--- src/rtl/triangle_scan_ctrl.sv ---
`default_nettype none
// ============================================================================
//  Module   : triangle_scan_ctrl
//  Purpose  : Bounding-box raster sequencer feeding a checkPoint datapath;
//             collects inside points and an inside count for one triangle.
//  Revision : 1.0  initial release
// ============================================================================
module triangle_scan_ctrl #(
  parameter int W         = 11,
  parameter int CHECK_LAT = 1,
  parameter int CNT_W     = 2*W+1
) (
  input  logic             clk,
  input  logic             rst,
  input  logic             start,
  input  logic [W-1:0]     ax,
  input  logic [W-1:0]     ay,
  input  logic [W-1:0]     bx,
  input  logic [W-1:0]     by,
  input  logic [W-1:0]     cx,
  input  logic [W-1:0]     cy,
  output logic             ready,
  output logic [W-1:0]     px,
  output logic [W-1:0]     py,
  output logic             pt_valid,
  input  logic             check,
  output logic             hit_valid,
  output logic [W-1:0]     hit_x,
  output logic [W-1:0]     hit_y,
  output logic             done,
  output logic [CNT_W-1:0] inside_count
);

  localparam int c_DRAIN_W = (CHECK_LAT > 1) ? $clog2(CHECK_LAT) : 1;

  typedef enum logic [2:0] {
    S_IDLE  = 3'd0,
    S_BBOX  = 3'd1,
    S_SCAN  = 3'd2,
    S_DRAIN = 3'd3,
    S_DONE  = 3'd4
  } state_t;

  state_t r_state;
  state_t w_next;

  logic [W-1:0] r_ax, r_ay, r_bx, r_by, r_cx, r_cy;
  logic [W-1:0] r_xmin, r_xmax, r_ymin, r_ymax;
  logic [W-1:0] w_xmin, w_xmax, w_ymin, w_ymax;
  logic [c_DRAIN_W-1:0] r_drain;
  logic         w_x_last, w_y_last;
  logic         w_dv;
  logic [W-1:0] w_dx, w_dy;

  function automatic logic [W-1:0] min3(input logic [W-1:0] a, b, c);
    logic [W-1:0] m;
    m = (a < b) ? a : b;
    return (m < c) ? m : c;
  endfunction

  function automatic logic [W-1:0] max3(input logic [W-1:0] a, b, c);
    logic [W-1:0] m;
    m = (a > b) ? a : b;
    return (m > c) ? m : c;
  endfunction

  assign w_xmin = min3(r_ax, r_bx, r_cx);
  assign w_xmax = max3(r_ax, r_bx, r_cx);
  assign w_ymin = min3(r_ay, r_by, r_cy);
  assign w_ymax = max3(r_ay, r_by, r_cy);

  // Equality against the box edge, so the counters never wrap at 2^W-1.
  assign w_x_last = (px == r_xmax);
  assign w_y_last = (py == r_ymax);

  always_ff @(posedge clk) begin
    if (rst) begin
      r_state <= S_IDLE;
    end else begin
      r_state <= w_next;
    end
  end

  always_comb begin
    w_next   = r_state;
    ready    = 1'b0;
    pt_valid = 1'b0;
    done     = 1'b0;
    case (r_state)
      S_IDLE: begin
        ready = 1'b1;
        if (start) w_next = S_BBOX;
      end
      S_BBOX: w_next = S_SCAN;
      S_SCAN: begin
        pt_valid = 1'b1;
        if (w_x_last && w_y_last) w_next = (CHECK_LAT == 0) ? S_DONE : S_DRAIN;
      end
      S_DRAIN: begin
        if (r_drain == c_DRAIN_W'(CHECK_LAT-1)) w_next = S_DONE;
      end
      S_DONE: begin
        done   = 1'b1;
        w_next = S_IDLE;
      end
      default: w_next = S_IDLE;
    endcase
  end

  always_ff @(posedge clk) begin
    if (rst) begin
      r_ax    <= '0;
      r_ay    <= '0;
      r_bx    <= '0;
      r_by    <= '0;
      r_cx    <= '0;
      r_cy    <= '0;
      r_xmin  <= '0;
      r_xmax  <= '0;
      r_ymin  <= '0;
      r_ymax  <= '0;
      px      <= '0;
      py      <= '0;
      r_drain <= '0;
    end else begin
      if (r_state == S_IDLE && start) begin
        r_ax <= ax;
        r_ay <= ay;
        r_bx <= bx;
        r_by <= by;
        r_cx <= cx;
        r_cy <= cy;
      end
      if (r_state == S_BBOX) begin
        r_xmin <= w_xmin;
        r_xmax <= w_xmax;
        r_ymin <= w_ymin;
        r_ymax <= w_ymax;
        px     <= w_xmin;
        py     <= w_ymin;
      end
      if (r_state == S_SCAN) begin
        if (!w_x_last) begin
          px <= px + 1'b1;
        end else if (!w_y_last) begin
          px <= r_xmin;
          py <= py + 1'b1;
        end
      end
      if (r_state == S_DRAIN) begin
        r_drain <= r_drain + 1'b1;
      end else begin
        r_drain <= '0;
      end
    end
  end

  generate
    if (CHECK_LAT == 0) begin : g_lat0
      assign w_dv = pt_valid;
      assign w_dx = px;
      assign w_dy = py;
    end else begin : g_latn
      logic [CHECK_LAT-1:0] r_dv;
      logic [W-1:0]         r_dx [CHECK_LAT];
      logic [W-1:0]         r_dy [CHECK_LAT];

      always_ff @(posedge clk) begin
        if (rst) begin
          r_dv <= '0;
          for (int i = 0; i < CHECK_LAT; i++) begin
            r_dx[i] <= '0;
            r_dy[i] <= '0;
          end
        end else begin
          r_dv[0] <= pt_valid;
          r_dx[0] <= px;
          r_dy[0] <= py;
          for (int i = 1; i < CHECK_LAT; i++) begin
            r_dv[i] <= r_dv[i-1];
            r_dx[i] <= r_dx[i-1];
            r_dy[i] <= r_dy[i-1];
          end
        end
      end

      assign w_dv = r_dv[CHECK_LAT-1];
      assign w_dx = r_dx[CHECK_LAT-1];
      assign w_dy = r_dy[CHECK_LAT-1];
    end
  endgenerate

  // Hits can never overlap BBOX: a new scan only starts after DONE.
  always_ff @(posedge clk) begin
    if (rst) begin
      hit_valid    <= 1'b0;
      hit_x        <= '0;
      hit_y        <= '0;
      inside_count <= '0;
    end else begin
      hit_valid <= w_dv & check;
      if (w_dv && check) begin
        hit_x        <= w_dx;
        hit_y        <= w_dy;
        inside_count <= inside_count + 1'b1;
      end else if (r_state == S_BBOX) begin
        inside_count <= '0;
      end
    end
  end

endmodule
`default_nettype wire

--- config.mk ---
export PLATFORM = sky130hd
export DESIGN_NAME = triangle_scan_ctrl
export DESIGN_NICKNAME = d
export VERILOG_FILES = /design/src/rtl/triangle_scan_ctrl.sv
export SDC_FILE = /design/constraint.sdc
export NUM_CORES = 1
export LEC_CHECK = 0
export CORE_MARGIN = 4
export CORE_UTILIZATION = 55
export DETAILED_ROUTE_END_ITERATION = 10
export PLACE_DENSITY_LB_ADDON = 0.08
export RECOVER_POWER = 50
export SYNTH_ARGS = -nofsm -noshare
export SYNTH_HDL_FRONTEND = slang
export SYNTH_SLANG_ARGS = --single-unit
--- constraint.sdc ---
create_clock -name clk -period 5.8 [get_ports clk]
set_input_delay 1.16 -clock clk [delete_from_list [all_inputs] [get_ports clk]]
set_output_delay 1.16 -clock clk [all_outputs]
set_load 0.05 [all_outputs]
==> results by group <==
Timing
  – Worst-Margin Slew: 2.34 ns
  – Final Skew: 0.0193 ns
  – Max Fclk: around 210 MHz
  – Final worst slack: between 1 and 1.5 ns
  – RSZ-0062 raised after global routing: no
  – Setup_tns: 0 ns
  – Max-slew headroom: -56.1%
  – Crit share post-route: 82.4%
  – Final setup viols: 0
  – Final hold violation count: 0
  – Pins Over Slew Limit: between 150 and 200
  – Crit path time final: roughly 4.8 ns

Power and ir drop
  – Leakage: between 4 and 5 nW
  – Power Total: 4.96 mW
  – Maximum VDD drop: a little under 300 µV
  – Power Density: around 400 nW/µm²

Finish
  – Share of layout cells above drive strength 1: around 6.4%
  – Finished Cell Area: between 10000 and 15000 µm²
  – Diodes inserted: 0
  – Final Net Count: approximately 1500
  – Most common cell after layout, fill and taps aside: nand2_1
  – Most frequent cells in the layout: 270 x nand2_1, 194 x dfxtp_1, 138 x clkdlybuf4s50_1
  – Area grow syn2layout: 21.2%
  – # fillers: about 1600

CTS
  – Root buf cell: clkbuf_16
  – CTS tree: built
  – CTS Sinks: a little under 200
  – Postcts setup bufs: 0
  – Hold_buf cts: 0
  – Post-CTS sizing: 0
  – Worst skew pair latency: 0.44 ns
  – Clock transition at path regs: about 0.070 ns
  – H-tree Lvls: 4
  – CTS Buffer Depth: 2
  – Total CTS buffers: 17

Floorplan
  – Placeable core area: ~18000 µm²
  – Die area: 20500 µm²
  – Die X: approximately 140 µm
  – Chip Height: 143 µm
  – I/O Pins: roughly 140
  – Std cell rows: just under 50
  – Initial Util: 56.0%

GRT
  – First-pass GRT wire length: about 42000 µm
  – Vias in the first global route: approximately 8400
  – Tot GR Track Use: about 26%
  – Largest net degree at the start of global routing: ~110
  – Initial antenna violation count: 0
  – Total grt overflow: 0

Setup path
  – Setup crit end kind: register
  – Crit-path max FO: 108
  – Critical Path RT: a little over 6 ns
  – Slowest CP cell: clkbuf_2
  – CP Launch Type: input port
  – Crit Path Category: in -> reg
  – WP data arrival: around 5.1 ns
  – Largest stage delay, worst path: 1.78 ns
  – Critical path, cell by cell: clkbuf_1 -> clkbuf_2 -> nor4_1 -> a211o_1

Yosys
  – Post-Syn Nets: approximately 1400
  – Async SR Flop Fraction: 0%
  – Sequential cell area fraction in the yosys report: around two fifths
  – Count of flip-flops with a built-in enable after synthesis: 0
  – Synth Warn #: 0
  – Flops & latches, synth: 194
  – Mapped Area: around 10000 µm²
  – Mapped Cells: around 1200
  – Library cells used by synthesis: 62
  – Syn avg cell area: approximately 8.1 µm²
  – Most used DFF post-synth: dfxtp_1

Drt
  – DRC errors left: 0
  – Via count: between 9000 and 10000
  – Vias per cell: between 5 and 6
  – DR WL/cell: roughly 17 µm
  – Starting DRT DRC Count: 600
  – Drt pass-1 iters: 5
  – Final WL: about 26000 µm
  – Post-route ant nets: 0

Run status
  – Failing checks: max-capacitance violations, max-slew violations
  – Status: finished, violations left

Place
  – Placed instance area: about 12000 µm²
  – Placer Congestion: approximately 0.87
  – Post-DP HPWL: between 15000 and 20000 µm
  – Worst slack, placed: approximately 1.4 ns
  – PortBufs: 140

Flow run
  – Max Cap Viol: 3

Hold path
  – Min-delay worst type: reg -> reg
cells in the mapped netlist (3+ instances only):
library cell | instances | share of area, %
o22ai_1 | 25 | 1.6
nand3b_1 | 8 | 0.60
a221o_1 | 3 | 0.30
xnor2_1 | 17 | 1.5
a22o_1 | 3 | 0.26
nand2_1 | 271 | 10
o221ai_1 | 3 | 0.26
or4_1 | 3 | 0.22
and2_1 | 7 | 0.43
nor2b_1 | 20 | 1.2
o21ai_0 | 53 | 2.6
o31ai_1 | 3 | 0.22
buf_1 | 13 | 0.48
clkbuf_1 | 47 | 1.8
a221oi_1 | 4 | 0.35
dfxtp_1 | 194 | 39
mux2_2 | 26 | 2.9
xor2_1 | 15 | 1.3
or3_1 | 5 | 0.31
ha_1 | 67 | 8.3
nand3_1 | 35 | 1.7
nor2_1 | 52 | 1.9
mux2i_1 | 35 | 3.5
a21oi_1 | 133 | 6.6
nor3b_1 | 5 | 0.37
and3_1 | 17 | 1.1
nand2b_1 | 3 | 0.19
inv_1 | 54 | 2.0
nor4_1 | 9 | 0.56
a21o_1 | 9 | 0.67
nor3_1 | 15 | 0.75
o21a_1 | 7 | 0.52
a211oi_1 | 6 | 0.45
o211ai_1 | 11 | 0.82
a31oi_1 | 3 | 0.19
buf_2 | 4 | 0.20
nand4_1 | 20 | 1.2
a22oi_1 | 5 | 0.37
where the power goes:
| group | leakage [nW] | internal, mW | total, mW | switching [mW] |
|---|---|---|---|---|
| Combinational | 2.79 | 0.833 | 2.17 | 1.34 |
| Clock | 0.289 | 0.613 | 1.18 | 0.567 |
| Sequential | 1.57 | 1.46 | 1.61 | 0.145 |
layout make-up:
cell class              instances  area, µm²  area share [%]
repair buffers                153       1490            12.2
clock inverters                15        169            1.38
well taps                     229        287            2.35
clock buffers                  17        425            3.49
flip-flops and latches        194       3880            31.8
multi-input cells             933       5740            47.1
inverters                      54        203            1.66
stage by stage:
step           hold slack [ns]  cells  util (%)
4_1_cts                  0.439   1595      68.0
3_3_place_gp             0.419   1563      64.7
6_report                 0.433   1595      67.9
2_1_floorplan            0.417   1245         -
3_5_place_dp             0.427   1563      64.7
5_1_grt                  0.450   1595      67.9
per-layer routing:
layer  wire, µm  global-route usage, %
met3       1780                   4.79
met2      11800                   40.3
met5          0                      0
met4        399                   7.09
met1      12400                   36.0
critical path: cells and delay by family:
kind | cells | cell delay (ns)
AO/OA/AOI/OAI | 1 | 0.35
buffers and inverters | 2 | 3.42
AND/OR/NAND/NOR | 1 | 0.14
path summary, 6_finish.rpt:
kind	from	slack, ns	cells past startpoint	to
max reg2reg	r_bx[8]$_SDFFE_PP0P_	1.25	16	r_xmax[5]$_SDFFE_PP0P_
min	g_latn.r_dy[0][10]$_SDFF_PP0_	0.43	2	hit_y[10]$_SDFFE_PP0P_
max	rst	1.02	4	py[1]$_SDFF_PP0_
min reg2reg	g_latn.r_dy[0][10]$_SDFF_PP0_	0.43	2	hit_y[10]$_SDFFE_PP0P_
flip-flops by register name, summed over array words and instances (netlist names):
register and count:
g_latn.r_dv 1, g_latn.r_dx 11, g_latn.r_dy 11, hit_valid 1, hit_x 11, hit_y 11, inside_count 23, px 11
py 11, r_ax 11, r_ay 11, r_bx 11, r_by 11, r_cx 11, r_cy 11, r_drain 1
r_state 3, r_xmax 11, r_xmin 11, r_ymax 11
logic make-up after synthesis:
logic type | Yosys count | share of synthesized area [%]
adder cells (fa/ha/maj) | 67 | 8.33
XOR/XNOR | 32 | 2.78
multiplexers | 61 | 6.39
buffers and inverters | 118 | 4.45
AO/OA/AOI/OAI | 293 | 17.8
AND/OR/NAND/NOR | 480 | 21.7
flip-flops | 194 | 38.6
Power figures use the tool's default switching activity.
